### src/rtl/aes_sequencer.sv
// aes_sequencer: bus-mapped sequencer for the shared AES encrypt/decrypt core pair.
// Software loads DATA and KEY over a 32-bit REQ/ACK bus and writes CTRL.START.
// The selected core is then enabled for LATENCY cycles, and its output is
// captured into RESULT.
module aes_sequencer #(
  parameter int LATENCY = 10
) (
  input  logic         CLK,
  input  logic         RST,
  input  logic         REQ,
  input  logic         WR,
  input  logic [3:0]   ADDR,
  input  logic [31:0]  WDATA,
  output logic [31:0]  RDATA,
  output logic         ACK,
  output logic [127:0] AES_PT,
  output logic [127:0] AES_KEY,
  output logic         AES_EN_ENC,
  output logic         AES_EN_DEC,
  input  logic [127:0] AES_ENC_RES,
  input  logic [127:0] AES_DEC_RES,
  output logic         BUSY
);

  // Countdown load value. The RUN phase lasts cnt_load+1 cycles, i.e. LATENCY.
  localparam logic [7:0] CNT_LOAD = 8'(LATENCY - 1);

  localparam logic [3:0] ADDR_CTRL   = 4'd8;
  localparam logic [3:0] ADDR_STATUS = 4'd9;

  typedef enum logic [1:0] {
    S_IDLE,
    S_RUN,
    S_DONE
  } state_t;

  state_t        state;
  state_t        state_nxt;

  logic [127:0]  data_reg;
  logic [127:0]  key_reg;
  logic [127:0]  result_reg;
  logic [7:0]    cnt;
  logic          mode;
  logic          done;
  logic          err;

  logic          accept;
  logic          wr_go;
  logic          rd_go;
  logic          is_run;
  logic          start_cmd;
  logic          capture;
  logic          blocked_wr;
  logic          status_rd;
  logic          data_wr;
  logic          key_wr;
  logic [31:0]   rd_word;

  // Select 32-bit word idx of a 128-bit register; word 0 is the MSW.
  function automatic logic [31:0] word_get(input logic [127:0] v, input logic [1:0] idx);
    logic [31:0] r;
    case (idx)
      2'd0:    r = v[127:96];
      2'd1:    r = v[95:64];
      2'd2:    r = v[63:32];
      default: r = v[31:0];
    endcase
    return r;
  endfunction

  // Replace 32-bit word idx of a 128-bit register; word 0 is the MSW.
  function automatic logic [127:0] word_put(input logic [127:0] v, input logic [1:0] idx,
                                            input logic [31:0] w);
    logic [127:0] r;
    r = v;
    case (idx)
      2'd0:    r[127:96] = w;
      2'd1:    r[95:64]  = w;
      2'd2:    r[63:32]  = w;
      default: r[31:0]   = w;
    endcase
    return r;
  endfunction

  // A new request is taken only while no acknowledge is outstanding.
  assign accept = REQ && !ACK;
  assign wr_go  = accept && WR;
  assign rd_go  = accept && !WR;
  assign is_run = (state == S_RUN);

  // START is honoured only outside RUN.
  assign start_cmd = wr_go && (ADDR == ADDR_CTRL) && WDATA[0] && !is_run;

  // The last RUN cycle is the one that sees cnt==0.
  assign capture = is_run && (cnt == 8'd0);

  // Operand and control writes during RUN are acknowledged but discarded, and flag err.
  assign blocked_wr = wr_go && is_run && (ADDR <= ADDR_CTRL);
  assign status_rd  = rd_go && (ADDR == ADDR_STATUS);
  assign data_wr    = wr_go && !is_run && (ADDR[3:2] == 2'b00);
  assign key_wr     = wr_go && !is_run && (ADDR[3:2] == 2'b01);

  // Operands go straight to both cores so they remain stable during RUN.
  assign AES_PT  = data_reg;
  assign AES_KEY = key_reg;

  // FSM state register.
  always_ff @(posedge CLK) begin
    if (RST) begin
      state <= S_IDLE;
    end else begin
      state <= state_nxt;
    end
  end

  // Next-state logic and state-decoded outputs.
  always_comb begin
    state_nxt  = state;
    BUSY       = 1'b0;
    AES_EN_ENC = 1'b0;
    AES_EN_DEC = 1'b0;
    case (state)
      S_IDLE: begin
        if (start_cmd) begin
          state_nxt = S_RUN;
        end
      end
      S_RUN: begin
        BUSY       = 1'b1;
        AES_EN_ENC = !mode;
        AES_EN_DEC = mode;
        if (cnt == 8'd0) begin
          state_nxt = S_DONE;
        end
      end
      S_DONE: begin
        if (start_cmd) begin
          state_nxt = S_RUN;
        end
      end
      default: begin
        state_nxt = S_IDLE;
      end
    endcase
  end

  // Control state: mode latch, latency countdown, done and err flags.
  always_ff @(posedge CLK) begin
    if (RST) begin
      mode <= 1'b0;
      cnt  <= 8'd0;
      done <= 1'b0;
      err  <= 1'b0;
    end else begin
      if (start_cmd) begin
        mode <= WDATA[1];
        cnt  <= CNT_LOAD;
        done <= 1'b0;
      end else if (capture) begin
        done <= 1'b1;
      end else if (is_run) begin
        cnt <= cnt - 8'd1;
      end

      if (blocked_wr) begin
        err <= 1'b1;
      end else if (status_rd) begin
        err <= 1'b0;
      end
    end
  end

  // Operand registers and result capture.
  always_ff @(posedge CLK) begin
    if (RST) begin
      data_reg   <= '0;
      key_reg    <= '0;
      result_reg <= '0;
    end else begin
      if (data_wr) begin
        data_reg <= word_put(data_reg, ADDR[1:0], WDATA);
      end
      if (key_wr) begin
        key_reg <= word_put(key_reg, ADDR[1:0], WDATA);
      end
      if (capture) begin
        result_reg <= mode ? AES_DEC_RES : AES_ENC_RES;
      end
    end
  end

  // Read-data mux. It samples the pre-edge state, so a STATUS read at the
  // capture edge still reports busy.
  always_comb begin
    rd_word = '0;
    case (ADDR)
      4'd0, 4'd1, 4'd2, 4'd3:     rd_word = word_get(data_reg, ADDR[1:0]);
      4'd4, 4'd5, 4'd6, 4'd7:     rd_word = word_get(key_reg, ADDR[1:0]);
      ADDR_STATUS:                rd_word = {29'd0, err, done, is_run};
      4'd12, 4'd13, 4'd14, 4'd15: rd_word = word_get(result_reg, ADDR[1:0]);
      default:                    rd_word = '0;
    endcase
  end

  // Bus response: one-cycle ACK with registered read data. RDATA is zero otherwise.
  always_ff @(posedge CLK) begin
    if (RST) begin
      ACK   <= 1'b0;
      RDATA <= '0;
    end else begin
      ACK   <= accept;
      RDATA <= rd_go ? rd_word : 32'd0;
    end
  end

endmodule

### config.mk
export PLATFORM = sky130hd
export DESIGN_NAME = aes_sequencer
export DESIGN_NICKNAME = d
export VERILOG_FILES = /design/src/rtl/aes_sequencer.sv
export SDC_FILE = /design/constraint.sdc
export NUM_CORES = 1
export LEC_CHECK = 0
export BUFFER_PORTS_ARGS = -buffer_cell sky130_fd_sc_hd__buf_2
export CORE_AREA = 5 5 224 226
export CTS_BUF_LIST = sky130_fd_sc_hd__clkbuf_8
export DETAILED_ROUTE_END_ITERATION = 7
export DIE_AREA = 0 0 229 231
export GPL_ROUTABILITY_DRIVEN = 1
export PLACE_DENSITY = 0.67
export SYNTH_ARGS = -nofsm -noshare
export SYNTH_HDL_FRONTEND = slang
export SYNTH_SLANG_ARGS = --single-unit
### constraint.sdc
create_clock -name CLK -period 4.7 [get_ports CLK]
set_clock_uncertainty 0.1 [all_clocks]
set_input_delay 0.94 -clock CLK [delete_from_list [all_inputs] [get_ports CLK]]
set_output_delay 0.94 -clock CLK [all_outputs]
set_load 0.02 [all_outputs]
**Word-level counts from Yosys, hierarchy flattened**

Index checks and enable logic that the tools add are counted.

- Flip-flop bits (word level): 430
- Output and inout port bits: 292

- Reductions and logical operators: 42
- Equal/unequal tests: 21
- Mux-type cells: 16
- $add $sub $neg: 1
- Bitwise operators: 3
- $lt $le $gt $ge: 1

Operator list:

| cell | count |
|---|---|
| $pmux W32 S3 | 3 |
| $mux W128 | 1 |
| $pmux W32 S4 | 1 |
| $eq A4 B4 Y1 const B | 6 |
| $reduce_and A2 Y1 | 11 |
| $eq A4 B3 Y1 const B | 4 |
| $logic_and A1 B1 Y1 | 13 |
| $mux W4 | 3 |
| $reduce_or A4 Y1 | 3 |
| $eq A4 B2 Y1 const B | 2 |
| $logic_not A8 Y1 | 1 |
| $sub A8 B1 Y8 const B | 1 |
| $eq A2 B1 Y1 const B | 3 |
| $logic_not A2 Y1 | 3 |
| $reduce_or A2 Y1 | 3 |
| $mux W1 | 5 |
| $eq A2 B2 Y1 const B | 2 |
| $eq A4 B1 Y1 const B | 1 |
| $le A4 B4 Y1 const B | 1 |
| $logic_not A1 Y1 | 4 |
| $logic_not A4 Y1 | 1 |
| $mux W2 | 2 |
| $ne A2 B1 Y1 const B | 2 |
| $pmux W2 S2 | 1 |
| other kinds (4) | 7 |

**Depth between registers and ports, before layout**

- Depth in word-level cells: 8
- Mapped depth: 8
- Depth with buffers taken out: 6

**Worst setup path after synthesis**

Ideal clock, no wire load.

- Kind: in2reg
- From: input ADDR[1]
- To: register RDATA[0]
- Stages on the path: 6
- Required time: 4.471 ns
- Data arrival time: 2.368 ns
- Setup time: 0.129 ns
- Path buffers: 2
- Slack: 2.103 ns
- Cell sequence: buf_2 buf_1 mux4_2 mux2_2 a221oi_1 nor2_1

- Word-level cells in the longest chain between the ends: 3
- Elaborated cells on any way between the ends: 23
- Those cells by class: 14 x eq/ne; 4 x mux; 5 x reduce/logical

Ends and longest elaborated chain:

| what | RTL line | source |
|---|---|---|
| from (decl) | 12 | `input logic [3:0] ADDR,` |
| $eq A2 B2 Y1 (tied with other cells) | 63 | `case (idx)` |
| $pmux W32 S3 / $reduce_or A4 Y1 (equally long branches) | 63, 197 |  |
| $pmux W32 S4 (*) | 197 | `case (ADDR)` |
| to (signal assigned) | 213 | `RDATA <= rd_go ? rd_word : 32'd0;` |
| to (decl) | 14 | `output logic [31:0] RDATA,` |

Mark *: on every way between the ends. The rest lies on a longest branch, timed or not.
A chain may end at the register's enable or synchronous reset.

**Worst setup path in the final report**

- From: register state[1]
- To: output AES_EN_DEC

- Word-level cells in the longest chain between the ends: 2

Ends and longest elaborated chain:

| what | RTL line | source |
|---|---|---|
| from (decl) | 37 | `state_t state;` |
| from (signal assigned) | 113 | `state <= state_nxt;` |
| $eq A2 B1 Y1 | 123 | `case (state)` |
| $mux W1 | 123 |  |
| to (decl) | 19 | `output logic AES_EN_DEC,` |

No other way between the ends.

==> results.cfg <==
[global_routing]
grt_pass1_vias = 17100
antenna_found_initial = 11
grt_overflow = 0
grt_usage = 0.256
grt_pass1_wl_mm = 105
grt_max_degree = 217

[clocking]
cts_buffers = 75
cts_tree = done
post_cts_buffers = 0
cts_resized = 0
clock_latency_ps = 620
path_clk_slew_ps = 60
cts_hold_repair.buffers = 0
cts.sinks = 430
htree_levels = 3
clock_path_buffers = 3
cts_root_buf = clkbuf_8

[power]
power_density_nw_per_um2 = 317
p_leak_nw = 9.12
ir_drop_mv = 0.143

[sta]
hold_violations = 0
fmax_mhz = 304
rsz0062_at_grt = no
slew_headroom = 0.251
period_share = 0.701
finalCriticalPeriod_ps = 3290
tightest_slew_ps = 1120
totalNegativeSetupSlack_ps = 0
setup_viol = 0
final_max_slew_viol_count = 0

[setup_path]
path_max_fanout = 15
crit_type = reg2out
critPathLaunch = state[1]
crit_path_start_kind = register
cp.required_ps = 3660
end_kind = output port
critPathArrivalTime_ps = 2250
rr_startpoint = state[1]

[route]
viasPerCell = 5.40
routed_wl_mm = 71.2
drt_iter0_markers = 1574
drc = 0
drt_first_pass_iters = 5
route.antenna.remaining_nets = 0
vias = 17600
wl_per_cell_um = 21.8

[final_layout]
final_core_util = 0.490
drive_above_1_share = 0.322
syn2layout_area_growth_pct = 24.5
n_fill_cell = 4487
final_nets = 2889
regArea_sq_um = 8610
multi_input_area_sq_um = 9340

[die]
core_area_sq_um = 48100
die_h_um = 231
pin_count = 588
die_x_um = 229
rows = 81
start_util = 0.394
dieArea_sq_um = 52900

[run_status]
status = completed

[synthesis]
synth_edf_count = 0
ys_ff_latch = 430
yosysMostFrequentCell = nand2_1
yosys.area.top_type = dfxtp_1
yosysWarnings = 0
synth.area.top_cells = dfxtp_1, mux4_2, nand2_1, mux2i_1, a21oi_1
synth-main-ff-cell = dfxtp_1
synthArstFlopShare = 0
synth_top_area_frac = 0.454
synth_cells = 2092
syn_avg_cell_area_sq_um = 9.06
synthesis.nets = 2390
syn-cell-area_sq_um = 19000
ys_types = 44
yosysSeqAreaShare = 0.454
synthTopCellsByCount = nand2_1, dfxtp_1, a21oi_1

[placement]
hpwl_mm = 50.4
portBuffers = 587
gp_congestion = 0.880

[run]
drv_cap = 0

[worst_hold_path]
hold_class = reg2reg
min_from = AES_KEY[99]
-- final cells by class --
class                           instances  area share
Tap cell                              622      0.0330
Clock inverter                         36     0.00949
Antenna cell                            5    0.000530
Multi-Input combinational cell       1421       0.396
Sequential cell                       430       0.365
Clock buffer                           86      0.0502
Timing Repair Buffer                  628       0.140
Inverter                               35     0.00557
-- per-layer routing --
layer	share of wire	global-route usage
met5	0.00018	0
met4	0.033	0.0994
met3	0.093	0.0665
met2	0.47	0.416
met1	0.40	0.327
-- layout by cell type (no fill, tap or decap), drive strengths merged, types with 2 or more instances in the layout --
cell,instances
buf,628
ha,2
nand2b,8
nand4,8
a31oi,5
clkinvlp,7
mux4,90
nor4,11
dfxtp,430
a221oi,2
diode,5
mux2i,167
a211oi,130
nor4b,2
bufinv,2
or3,2
nor2,148
mux2,3
or4,4
o22ai,31
a21oi,261
or2,3
o21ai,5
nand2,518
clkbuf,86
clkinv,4
xnor2,4
nor2b,3
nor3,2
inv,58
-- through the flow --
| step | total power [mW] | setup WS, ps | hold WS [ps] | instance area, sq um | std cells |
|---|---|---|---|---|---|
| floorplan | 4.03 | 2100 | 340 | 19000 | 2092 |
| global placement | 4.24 | 1200 | 352 | 22200 | 3136 |
| detailed placement | 4.25 | 1150 | 358 | 22200 | 3136 |
| CTS | 7.56 | 1360 | 366 | 23600 | 3258 |
| global route | 7.77 | 1270 | 387 | 23600 | 3263 |
| finish | 7.49 | 1410 | 369 | 23600 | 3263 |
-- report_power, final --
part / internal, mW / switching, mW / leakage, nW
clock network: 1.77 / 1.54 / 0.785
logic: 0.193 / 0.301 / 4.87
registers: 3.66 / 0.0161 / 3.47
-- final timing paths --
kind                       to  slack, ps  depth (start not counted)
setup / recovery   AES_EN_DEC       1410                          4
hold / removal    AES_KEY[99]        370                          2
setup reg to reg   AES_PT[12]       1710                          5
hold reg to reg   AES_KEY[99]        370                          2
-- logic make-up after synthesis --
family | Yosys count | share of synthesized area
and+or+nand+nor | 716 | 0.150
buffers and inverters | 241 | 0.0560
muxes | 260 | 0.197
AOI/OAI and AO/OA | 439 | 0.140
adders and majority gates | 2 | 0.00132
DFF | 430 | 0.454
xor gates and xnor gates | 4 | 0.00185
-- worst max-delay path: stages, from the launching register on --
cell and delay, ps:
dfxtp_1 330, nand2b_1 340, inv_1 590, and2_1 210
buf_2 160
Power figures use the tool's default switching activity.
